File: config.mk
export PLATFORM = sky130hd
export DESIGN_NAME = semaforo
export DESIGN_NICKNAME = d
export VERILOG_FILES = /design/src/rtl/semaforo_pkg.sv /design/src/rtl/semaforo.sv
export SDC_FILE = /design/constraint.sdc
export NUM_CORES = 1
export LEC_CHECK = 0
export ABC_AREA = 1
export CAP_MARGIN = 5
export CORE_UTILIZATION = 57
export DETAILED_ROUTE_END_ITERATION = 7
export PLACE_DENSITY = 0.86
export SYNTH_ARGS = -nofsm -noshare
export SYNTH_HDL_FRONTEND = slang
export SYNTH_SLANG_ARGS = --single-unit
File: constraint.sdc
create_clock -name clk -period 3 [get_ports clk]
set_input_delay 0.6 -clock clk [delete_from_list [all_inputs] [get_ports clk]]
set_output_delay 0.6 -clock clk [all_outputs]
set_load 0.02 [all_outputs]
File: src/rtl/semaforo_pkg.sv
// semaforo_pkg: state encoding, one-hot light codes and a state-to-lights decode shared by the traffic-light controller
package semaforo_pkg;
  typedef enum logic [1:0] {S_AG, S_AY, S_BG, S_BY} estado_t;
  localparam logic [2:0] LUZ_VERDE    = 3'b001;
  localparam logic [2:0] LUZ_AMARELO  = 3'b010;
  localparam logic [2:0] LUZ_VERMELHO = 3'b100;
  function automatic logic [5:0] luzes(input estado_t s);
    return s == S_AG ? {LUZ_VERDE, LUZ_VERMELHO} :
           s == S_AY ? {LUZ_AMARELO, LUZ_VERMELHO} :
           s == S_BG ? {LUZ_VERMELHO, LUZ_VERDE} :
                       {LUZ_VERMELHO, LUZ_AMARELO};
  endfunction
endpackage

File: src/rtl/semaforo.sv
// semaforo: two-way traffic-light Moore FSM with phase counter and latched crossing request; ports clk, rst (async high), bt (request), A/B (one-hot lights)
module semaforo
  import semaforo_pkg::*;
#(
  parameter logic [7:0] T_VERDE    = 8'd3,
  parameter logic [7:0] T_AMARELO  = 8'd1,
  parameter logic [7:0] T_VERMELHO = 8'd2
) (
  input  logic       clk,
  input  logic       rst,
  input  logic       bt,
  output logic [2:0] A,
  output logic [2:0] B
);
  estado_t state, nxt;
  logic [7:0] cnt;
  logic req, sai;
  always_comb begin
    sai = state == S_AG ? (cnt == T_VERDE - 8'd1 || req || bt) :
          state == S_BG ? (cnt == T_VERMELHO - T_AMARELO - 8'd1) :
                          (cnt == T_AMARELO - 8'd1);
    nxt = sai ? estado_t'(state + 2'd1) : state;
  end
  always_ff @(posedge clk or posedge rst)
    if (rst) begin
      state  <= S_AG;
      cnt    <= '0;
      req    <= 1'b0;
      {A, B} <= {LUZ_VERDE, LUZ_VERMELHO};
    end else begin
      state  <= nxt;
      cnt    <= sai ? 8'd0 : cnt + 8'd1;
      req    <= (state == S_AG && sai) ? 1'b0 : req | bt;
      {A, B} <= luzes(nxt);
    end
endmodule

; After elaboration in Yosys (flattened, before gate mapping)
; Cells that the tools add are included.
[classes]
addsub = 2
eq_ne = 3
mux = 7
n_bitwise = 1
reduce_logical = 6
[op_table]
columns = operator, count
row1 = 2-to-1 mux 6 bit, 2
row2 = adder 8 x 1 -> 8 bit (second input constant), 1
row3 = == test 8 x 2 -> 1 bit (second input constant), 1
row4 = logical NOT 8 bit, 1
row5 = 2-to-1 mux 8 bit, 1
row6 = logical NOT 2 bit, 2
row7 = 2-to-1 mux 2 bit, 2
row8 = adder 2 x 1 -> 2 bit (second input constant), 1
row9 = == test 2 x 1 -> 1 bit (second input constant), 1
row10 = == test 2 bit (second input constant), 1
row11 = logical OR 1 bit, 2
row12 = 2-to-1 mux 1 bit, 2
row13 = logical AND 1 bit, 1
row14 = OR 1 bit, 1
[totals]
reg_bits = 17
in_bits = 3

; Longest topological paths before layout
[depth]
word_depth = 9
ltp_mapped = 10
mapped_depth_nobuf = 9

; Least setup slack after synthesis
; Ideal clock, no wire load.
[synth_path]
path_kind = register -> register
start = register state[0]
end = register A[1]
arrival_time_ns = 1.277
required_time_ns = 2.885
path_slack_ns = 1.608
stages_incl_launch_ff = 11
n_path_buf = 1
synth_period_minus_slack_ns = 1.392
path_cell_list = dfrtp_1 inv_1 ha_1 inv_1 nand2_1 nand3_2 o21bai_4 buf_6 nand2_2 nand2_2 nor2_1
[synth_via]
elab_chain_len = 6
elab_cells_between_ends = 8
cone_classes = add/sub: 1 / eq/ne: 1 / mux: 4 / reduce/logical: 2
[synth_rtl]
columns = item, line_no
row1 = from (decl), semaforo.sv:15  ; estado_t state, nxt;
row2 = from (signal assigned), semaforo.sv:31  ; state <= nxt;
row3 = branches (longest 2 deep; another with adder 2 x 1 -> 2 bit), n/a
row4 = 2-to-1 mux 2 bit (*), semaforo.sv:22  ; nxt = sai ? estado_t'(state + 2'd1) : state;
row5 = == test 2 x 1 -> 1 bit, semaforo_pkg.sv:9  ; s == S_AY ? {LUZ_AMARELO, LUZ_VERMELHO} :
row6 = 2-to-1 mux 6 bit, semaforo_pkg.sv:9
row7 = 2-to-1 mux 6 bit (*), semaforo_pkg.sv:8  ; return s == S_AG ? {LUZ_VERDE, LUZ_VERMELHO} :
row8 = to (signal assigned), semaforo.sv:29  ; {A, B} <= {LUZ_VERDE, LUZ_VERMELHO};
row9 = to (signal assigned), semaforo.sv:34  ; {A, B} <= luzes(nxt);
row10 = to (decl), semaforo.sv:12  ; output logic [2:0] A,
; Mark *: on every way between the ends.

; Worst setup path in the final report
[layout_path]
start = register A[0]
end = output port A[0]
; No word-level cell between the ends.

==> flow_summary.ini <==
[synthesis]
synth_top_area_frac = 0.436
synthSimpleGateAreaFrac = 0.295
synth_warnings = 0
synth_top_cell_by_area = dfrtp_1
synth_nets = 104
netlist_instances = 97
netlist_area_um2 = 861
synth_top_family_by_area = simple AND/OR/NAND/NOR gates
synth_compound_gate_area_share = 0.0276
synthMuxAreaShare = 0
synth_cell_types = 19
synthAdderAreaFrac = 0.0581
ys_ff_latch = 17
synthTopCellsByArea = dfrtp_1, inv_1, nor2_1
synth-xor-area-share = 0.0305
avgSynthCellArea_um2 = 8.87
yosysSeqAreaShare = 0.497

[clock_tree]
clockRootBuffer = clkbuf_4
tritoncts = built
clk_pin_slew_ns = 0.09
cts_buffers = 3
post_cts_resized = 0
clock-sinks = 17
hold_buffers = 0
clk_latency_ns = 0.28
ctsLongestPathBuffers = 2
htree_levels = 1
post-cts-setup-buffer-count = 0

[floorplanning]
core.rowCount = 13
core_um2 = 1350
design.die.area_um2 = 1670
die_h_um = 40.9
start_util = 0.638
die_w_um = 40.9
pin_count = 9

[critical_path]
rrSetupSlack_ns = 1.30
end_kind = output pin
worstSetupPathType = flip-flop to output pin
r2r_start = state[0]$_DFF_PP0_
crit_path_top_delay_cell = clkdlybuf4s50_1
crit_chain = clkdlybuf4s50_1
ff2ff_path_depth = 9
max_stage_delay_ns = 0.59
crit_family = buffers and inverters
cp.arrival_ns = 1.41
worstReg2RegEnd = B[0]$_DFF_PP0_
critPathBufInv = 1
critPathRequiredTime_ns = 2.40
critPathMaxFanout = 1
start_kind = flip-flop

[global_routing]
grt_max_degree = 18
antenna_found_initial = 0
grt_pass1_vias = 571
overflow = 0
grt_pass1_wl_um = 2440
track_usage = 0.235

[pwr]
p_per_area_nw_per_um2 = 1100
ir_drop_uv = 611
leakage_nw = 0.510

[hold_path]
hold_start = cnt[0]$_DFF_PP0_
hold_path.class = flip-flop to flip-flop
hold_depth = 1
holdPathEnd = cnt[0]$_DFF_PP0_

[sta]
fmax_ghz = 0.498
setup_viol = 0
slew_viol_final = 0
final.setup.tns_ns = 0
hold_viol = 0
hold_ws_ns = 0.505
fin_skew_ns = 0.00368
post-route-min-period_ns = 2.01
worst_slew_pin_slew_ns = 0.628
rsz0062_at_grt = no
relSlewSlack = 0.581
finalCritPeriodShare = 0.669

[flow_run]
cap_violations = 0

[drt]
num_vias = 609
route.detailed.drc = 0
via_per_inst = 4.95
drtIter0Drc = 9
drt-total-wl_um = 1480
postRouteAntennaNets = 0
dr.pass1.iters = 4
routedWlPerCell_um = 12.0

[final_layout]
drive_above_1_share = 0.139
final.fill_count = 98
antenna_cells = 0
syn2layout_area_growth_pct = 13.2
nets = 116
stdcell_count = 123

[place]
gp_congestion = 0.738
dp.cells = 119
dp_hpwl_um = 1100
io_buffer_count = 8

[run_status]
status = finished clean
[power breakdown]
part           internal (mW)  switching (mW)
Clock                 0.0516          0.0688
Sequential             0.322          0.0375
Combinational          0.222           0.368
[cell usage after synthesis]
cell / count
inv_1: 18
nor2_1: 18
dfrtp_1: 15
nand2_1: 14
nand3_1: 7
ha_1: 4
nand2_2: 4
dfstp_2: 2
nand3_2: 2
nor3_1: 2
nor3b_1: 2
xor2_1: 2
a21oi_1: 1
buf_6: 1
nand2_4: 1
nor2_2: 1
nor2_4: 1
o21bai_4: 1
xnor2_1: 1
[sequential cells by signal (all words and copies together) (netlist names)]
name / count
A: 3
state: 2
req: 1
cnt: 8
B: 3
[per-layer routing]
| metal | up-vias | GRT usage | wire length [um] |
|---|---|---|---|
| li1 | 312 | - | - |
| met1 | 285 | 0.295 | 696 |
| met2 | 8 | 0.387 | 722 |
| met3 | 4 | 0.0489 | 34 |
| met4 | 0 | 0.100 | 25 |
| met5 | - | 0 | 0 |
[stage by stage]
step	power (mW)	worst slack, ns	util	area (um2)
3_5_place_dp	0.955	1.12	0.703	948
2_1_floorplan	0.825	1.61	-	861
4_1_cts	1.08	0.983	0.722	975
3_3_place_gp	0.929	1.18	0.703	948
6_report	1.07	0.993	0.722	975
5_1_grt	1.17	0.938	0.722	975
[cells in the final DEF (no fill, tap or decap), drive strengths merged]
cell type      synthesis  routed
nor2                  20      20
nand2                 19      19
inv                   18      18
dfrtp                 15      15
nand3                  9       9
clkdlybuf4s50          0       8
ha                     4       4
clkbuf                 0       4
dfstp                  2       2
nor3                   2       2
xor2                   2       2
nor3b                  2       2
o21bai                 1       1
a21oi                  1       1
xnor2                  1       1
[area by class of cell]
class                      instances  area [um2]  area share
tap                               15        18.8      0.0193
inverter                          18        67.6      0.0693
multi-input combinational         61         354       0.363
timing repair buffer               8        80.1      0.0822
sequential                        17         428       0.439
clock buffer                       4        26.3      0.0270
[logic make-up (layout without fill, tap and decap cells)]
logic type / after synthesis / in the layout
adders and majority gates: 4 / 4
and+or+nand+nor: 52 / 52
xor gates and xnor gates: 3 / 3
buffers and inverters: 19 / 30
DFF: 17 / 17
AOI/OAI and AO/OA: 2 / 2
[worst max path at each step]
stage | from | end | depth (start not counted)
3_5_place_dp | bt | B[0]$_DFF_PP0_ | 7
2_1_floorplan | state[0]$_DFF_PP0_ | A[1]$_DFF_PP0_ | 10
4_1_cts | A[0]$_DFF_PP1_ | A[0] | 1
6_report | A[0]$_DFF_PP1_ | A[0] | 1
3_3_place_gp | bt | B[0]$_DFF_PP0_ | 7
5_1_grt | A[0]$_DFF_PP1_ | A[0] | 1
Power figures use the tool's default switching activity.
